File: config.mk
export PLATFORM = sky130hd
export DESIGN_NAME = rc4_ksa_engine
export DESIGN_NICKNAME = d
export VERILOG_FILES = /design/src/rtl/rc4_ksa_engine.sv
export SDC_FILE = /design/constraint.sdc
export NUM_CORES = 1
export LEC_CHECK = 0
export ABC_CLOCK_PERIOD_IN_PS = 6900
export BUFFER_PORTS_ARGS = -buffer_cell sky130_fd_sc_hd__buf_2
export CAP_MARGIN = 30
export CORE_UTILIZATION = 45
export DETAILED_ROUTE_END_ITERATION = 6
export HOLD_SLACK_MARGIN = 0.12
export PLACE_DENSITY = 0.74
export SETUP_SLACK_MARGIN = 0.02
export SLEW_MARGIN = 20
export SYNTH_ARGS = -nofsm -noshare
export SYNTH_HDL_FRONTEND = slang
export SYNTH_SLANG_ARGS = --single-unit
File: constraint.sdc
create_clock -name clk -period 6.9 [get_ports clk]
set_clock_uncertainty 0.05 [all_clocks]
set_input_delay 1.035 -clock clk [delete_from_list [all_inputs] [get_ports clk]]
set_output_delay 1.035 -clock clk [all_outputs]
set_load 0.01 [all_outputs]
File: src/rtl/rc4_ksa_engine.sv
// -----------------------------------------------------------------------------
// rc4_ksa_engine
//
// Self-contained RC4 key-scheduling loop. On start it optionally writes the
// identity permutation into the S-box RAM and then performs the full
// key-scheduling shuffle over every address, driving a single-port RAM with
// a one-cycle registered read. A one-cycle done pulse marks a permutation
// that is ready for the PRGA stage.
//
// Parameters:
//   ADDR_W    - S-box address width, depth N = 2**ADDR_W
//   DATA_W    - S-box word width (must be >= ADDR_W)
//   KEY_BYTES - key length in DATA_W-bit words
//
// Ports:
//   clk      in   single clock, rising edge
//   reset    in   asynchronous, active-low reset
//   start    in   run request, sampled only in IDLE
//   init_en  in   sampled with start; 1 = write identity before shuffling
//   key      in   secret key, word 0 in the most significant position
//   s_addr   out  RAM address
//   s_wdata  out  RAM write data
//   s_wren   out  RAM write enable
//   s_rdata  in   RAM read data for the address presented one cycle earlier
//   busy     out  high from the cycle after start until the last write
//   done     out  one-cycle completion pulse
// -----------------------------------------------------------------------------
module rc4_ksa_engine #(
  parameter int ADDR_W    = 8,
  parameter int DATA_W    = 8,
  parameter int KEY_BYTES = 3
) (
  input  logic                        clk,
  input  logic                        reset,
  input  logic                        start,
  input  logic                        init_en,
  input  logic [KEY_BYTES*DATA_W-1:0] key,
  output logic [ADDR_W-1:0]           s_addr,
  output logic [DATA_W-1:0]           s_wdata,
  output logic                        s_wren,
  input  logic [DATA_W-1:0]           s_rdata,
  output logic                        busy,
  output logic                        done
);

  // Key word index is tracked by its own wrapping counter instead of
  // computing i mod KEY_BYTES, so non-power-of-two key lengths cost nothing.
  localparam int KIDX_W = (KEY_BYTES > 1) ? $clog2(KEY_BYTES) : 1;
  localparam int KSEL_N = 1 << KIDX_W;
  localparam logic [ADDR_W-1:0] LAST_ADDR = '1;
  localparam logic [KIDX_W-1:0] LAST_KIDX = KIDX_W'(KEY_BYTES - 1);

  typedef enum logic [3:0] {
    S_IDLE,
    S_INIT,
    S_RD_I,
    S_GET_I,
    S_RD_J,
    S_GET_J,
    S_WR_I,
    S_WR_J,
    S_DONE
  } state_t;

  state_t                        r_state;
  state_t                        w_state_next;
  logic [ADDR_W-1:0]             r_i;
  logic [ADDR_W-1:0]             r_j;
  logic [ADDR_W-1:0]             r_k;
  logic [DATA_W-1:0]             r_si;
  logic [DATA_W-1:0]             r_sj;
  logic [KEY_BYTES*DATA_W-1:0]   r_key;
  logic [KIDX_W-1:0]             r_kidx;
  logic [DATA_W-1:0]             w_key_word [KSEL_N];
  logic [ADDR_W-1:0]             w_j_next;

  // Split the captured key into words; unused selector slots read as zero
  // so the mux index never falls outside the array.
  genvar gi;
  generate
    for (gi = 0; gi < KSEL_N; gi++) begin : g_key_word
      if (gi < KEY_BYTES) begin : g_used
        assign w_key_word[gi] = r_key[(KEY_BYTES-1-gi)*DATA_W +: DATA_W];
      end else begin : g_pad
        assign w_key_word[gi] = '0;
      end
    end
  endgenerate

  // j + S[i] + key word, truncated to the address width.
  assign w_j_next = ADDR_W'(DATA_W'(r_j) + s_rdata + w_key_word[r_kidx]);

  // State register
  always_ff @(posedge clk or negedge reset) begin
    if (!reset) begin
      r_state <= S_IDLE;
    end else begin
      r_state <= w_state_next;
    end
  end

  // Next state and RAM/handshake outputs
  always_comb begin
    w_state_next = r_state;
    s_addr       = '0;
    s_wdata      = '0;
    s_wren       = 1'b0;
    busy         = 1'b1;
    done         = 1'b0;
    case (r_state)
      S_IDLE: begin
        busy = 1'b0;
        if (start) begin
          w_state_next = init_en ? S_INIT : S_RD_I;
        end
      end
      S_INIT: begin
        s_addr  = r_k;
        s_wdata = DATA_W'(r_k);
        s_wren  = 1'b1;
        if (r_k == LAST_ADDR) begin
          w_state_next = S_RD_I;
        end
      end
      S_RD_I: begin
        s_addr       = r_i;
        w_state_next = S_GET_I;
      end
      S_GET_I: begin
        w_state_next = S_RD_J;
      end
      S_RD_J: begin
        s_addr       = r_j;
        w_state_next = S_GET_J;
      end
      S_GET_J: begin
        w_state_next = S_WR_I;
      end
      S_WR_I: begin
        s_addr       = r_i;
        s_wdata      = r_sj;
        s_wren       = 1'b1;
        w_state_next = S_WR_J;
      end
      S_WR_J: begin
        // When i == j both writes carry the same word, leaving RAM unchanged.
        s_addr       = r_j;
        s_wdata      = r_si;
        s_wren       = 1'b1;
        w_state_next = (r_i == LAST_ADDR) ? S_DONE : S_RD_I;
      end
      S_DONE: begin
        busy         = 1'b0;
        done         = 1'b1;
        w_state_next = S_IDLE;
      end
      default: begin
        busy         = 1'b0;
        w_state_next = S_IDLE;
      end
    endcase
  end

  // Datapath registers
  always_ff @(posedge clk or negedge reset) begin
    if (!reset) begin
      r_i    <= '0;
      r_j    <= '0;
      r_k    <= '0;
      r_si   <= '0;
      r_sj   <= '0;
      r_key  <= '0;
      r_kidx <= '0;
    end else begin
      case (r_state)
        S_IDLE: begin
          if (start) begin
            r_key  <= key;
            r_i    <= '0;
            r_j    <= '0;
            r_k    <= '0;
            r_kidx <= '0;
          end
        end
        S_INIT: begin
          r_k <= r_k + 1'b1;
        end
        S_GET_I: begin
          r_si <= s_rdata;
          r_j  <= w_j_next;
        end
        S_GET_J: begin
          r_sj <= s_rdata;
        end
        S_WR_J: begin
          if (r_i != LAST_ADDR) begin
            r_i    <= r_i + 1'b1;
            r_kidx <= (r_kidx == LAST_KIDX) ? '0 : r_kidx + 1'b1;
          end
        end
        default: begin
        end
      endcase
    end
  end

endmodule

==> results.json <==
{
  "drtIter0Drc": 241,
  "syn_area_um2": 3820,
  "setup_slack_ns": 3.35,
  "ys_seq_area_share_pct": 45.8,
  "yosysUniqueCellTypes": 48,
  "place_ws_ns": 3.37,
  "hold_slack_ns": 0.431,
  "wl_met1_um": 4040,
  "clkTransAtPathRegs_ns": 0.08,
  "clock_latency_ns": 0.35,
  "min_period_over_period_pct": 51.4,
  "die_width_um": 94.2,
  "cp-end-kind": "output port",
  "highest_layer": "met4",
  "row_count": 33,
  "ctsResizeCount": 0,
  "root_buffer": "clkbuf_8",
  "dpl_cell_area_um2": 4130,
  "drc": 0,
  "critPathMaxStageDelay_ns": 0.69,
  "final_antenna_net_count": 0,
  "cp.arrival_ns": 2.46,
  "min_period_ns": 3.55,
  "synthArstFlopShare_pct": 100,
  "port_buffers": 54,
  "reg2reg_depth": 13,
  "cts_buffer_depth": 2,
  "grt_pass1_vias": 3038,
  "grt_pass1_wl_um": 14700,
  "avgSynthCellArea_um2": 9.08,
  "crit_slowest_cell": "nor3b_2",
  "post-route-util_pct": 53.1,
  "synth_edf_count": 0,
  "syn_inst": 421,
  "rsz0062_at_grt": "no",
  "crit_fanout": 13,
  "r2r-end": "r_j[7]$_DFFE_PN0P_",
  "slew_headroom_pct": 36.2,
  "wl_met2_um": 4210,
  "area_delta_synth_final_pct": 14.2,
  "synth_nets": 473,
  "drive_gt1_share_pct": 19.3,
  "maxCapViolCount": 0,
  "peakVddDrop_mv": 0.182,
  "wirelength_um": 8930,
  "initial_utilization_pct": 46.5,
  "report.final.slew_viol_count": 0,
  "crit_chain": "nand2b_1 > nor3b_2 > a22oi_1 > nand2_1 > buf_2",
  "status": "finished, final reports clean",
  "dieArea_um2": 8870,
  "clkSinkCount": 70,
  "worst_pin_slew_ns": 0.954,
  "path_class": "reg2out",
  "final_area_um2": 4360,
  "reg2reg_slack_ns": 3.36,
  "maxClockFrequency_ghz": 0.282,
  "hold_path_depth": 2,
  "globalRouteOverflowTotal": 0,
  "h-tree-depth": 3,
  "track_usage_pct": 21.9,
  "setup_viol": 0,
  "cts-buffers-inserted": 9,
  "hp-class": "reg2reg",
  "rr_startpoint": "r_kidx[1]$_DFFE_PN0P_",
  "n_antenna_cell": 0,
  "hold_viol": 0,
  "yosys_warnings": 0,
  "finalSetupTns_ns": 0,
  "grt_max_degree": 71,
  "post_cts.repair.setup_buffers": 0,
  "ys_seq_elements": 70,
  "min_to": "r_key[17]$_DFFE_PN0P_",
  "p_leak_uw": 0.00224,
  "first_pass_iters": 5,
  "routabilityCongestion": 0.813,
  "die_h_um": 94.2,
  "top_level_ports": 55,
  "worst_setup_path_start_kind": "register",
  "wl_met3_um": 550,
  "nNetsFinal": 519,
  "vias": 3188,
  "viasPerCell": 5.53,
  "powerDensity_nw_per_um2": 483,
  "cp.required_ns": 5.81,
  "hold_buffers": 0,
  "core_area_um2": 8220,
  "dp_hpwl_um": 6240,
  "min-delay-start": "r_key[17]$_DFFE_PN0P_",
  "wl_per_cell_um": 15.5,
  "cts_tree": "built",
  "synthFlopType": "dfrtp_1",
  "antenna_found_initial": 0
}
worst max path at each step:
stage                                       from            endpoint  slack (ns)  cells past startpoint
after floorplan            r_kidx[1]$_DFFE_PN0P_  r_j[7]$_DFFE_PN0P_        3.64                     15
after global placement     r_kidx[1]$_DFFE_PN0P_  r_j[7]$_DFFE_PN0P_        3.50                     13
after detailed placement   r_kidx[1]$_DFFE_PN0P_  r_j[7]$_DFFE_PN0P_        3.37                     13
after CTS                 r_state[2]$_DFFE_PN0P_          s_wdata[7]        3.37                      5
after global routing       r_kidx[1]$_DFFE_PN0P_  r_j[7]$_DFFE_PN0P_        3.15                     13
final                     r_state[2]$_DFFE_PN0P_          s_wdata[7]        3.35                      5
logic make-up (layout without fill, tap and decap cells):
kind of cell	count (synthesis)	after routing	synth area share [%]
adders and majority gates	16	16	6.81
xor gates and xnor gates	13	13	2.98
AOI/OAI and AO/OA	65	65	11.5
DFF	70	70	45.8
and+or+nand+nor	196	196	23.1
muxes	16	16	4.45
buffers and inverters	45	96	5.30
sequential cells by signal (all words and copies together), names as in the netlist:
register / cells
r_si: 8
r_k: 8
r_state: 4
r_key: 24
r_i: 8
r_sj: 8
r_kidx: 2
r_j: 8
metal layers:
layer | vias to the layer above | GRT usage (%)
met5 | - | 0
li1 | 1520 | -
met1 | 1525 | 29.1
met3 | 13 | 4.94
met2 | 130 | 35.2
met4 | 0 | 7.05
worst max-delay path: cells and delay by family (launching register included):
family,cells,cell delay [ns]
AND/OR/NAND/NOR,3,1.12
flip-flops,1,0.63
buffers and inverters,1,0.12
AO/OA/AOI/OAI,1,0.23
cell usage after synthesis (2+ instances only):
| library cell | number | share of area, % |
|---|---|---|
| a21o_1 | 2 | 0.39 |
| a21oi_1 | 11 | 1.4 |
| a222oi_1 | 14 | 3.7 |
| a22oi_1 | 2 | 0.39 |
| a31oi_1 | 2 | 0.33 |
| and3_1 | 6 | 0.98 |
| buf_2 | 9 | 1.2 |
| buf_4 | 2 | 0.39 |
| buf_6 | 2 | 0.59 |
| clkbuf_1 | 10 | 0.98 |
| dfrtp_1 | 70 | 46 |
| fa_1 | 8 | 4.2 |
| ha_1 | 8 | 2.6 |
| inv_1 | 21 | 2.1 |
| mux2_2 | 8 | 2.4 |
| mux2i_1 | 8 | 2.1 |
| nand2_1 | 127 | 12 |
| nand2_2 | 2 | 0.33 |
| nand3_1 | 16 | 2.1 |
| nand4_1 | 5 | 0.82 |
| nor2_1 | 15 | 1.5 |
| nor3_1 | 8 | 1.0 |
| nor3b_1 | 2 | 0.39 |
| o21ai_0 | 26 | 3.4 |
| or3_1 | 3 | 0.49 |
| xnor2_1 | 6 | 1.4 |
| xor2_1 | 7 | 1.6 |
report_power, final:
part | internal [µW] | leakage, µW | total (µW) | switching [µW]
Clock | 187 | 0.0000996 | 340 | 153
Sequential | 586 | 0.000889 | 764 | 178
Combinational | 434 | 0.00125 | 1010 | 571
Total | 1210 | 0.00224 | 2110 | 903
stage by stage:
step                      instances  power, µW
after floorplan                 421       1500
after global placement          560       1720
after detailed placement        560       1780
after CTS                       576       2120
after global routing            577       2290
final                           577       2110
cells in the final DEF, fill, tap and decap left out, drive strengths merged, types with 6 or more instances in the layout:
master  netlist  routed
mux2i         8       8
xor2          7       7
ha            8       8
buf          14      59
fa            8       8
nor2         17      17
clkbuf       10      13
nand3        16      16
nand2       129     129
mux2          8       8
inv          21      21
a21oi        12      12
a222oi       14      14
o21ai        27      27
and3          6       6
nor3          9       9
dfrtp        70      70
xnor2         6       6
final cells by class:
type	count	area, µm²
clock inverters	3	42.5
fillers	769	3850
multi-input cells	306	1870
inverters	21	78.8
clock buffers	13	159
flip-flops and latches	70	1750
repair buffers	59	328
well taps	105	131
Power figures use the tool's default switching activity.
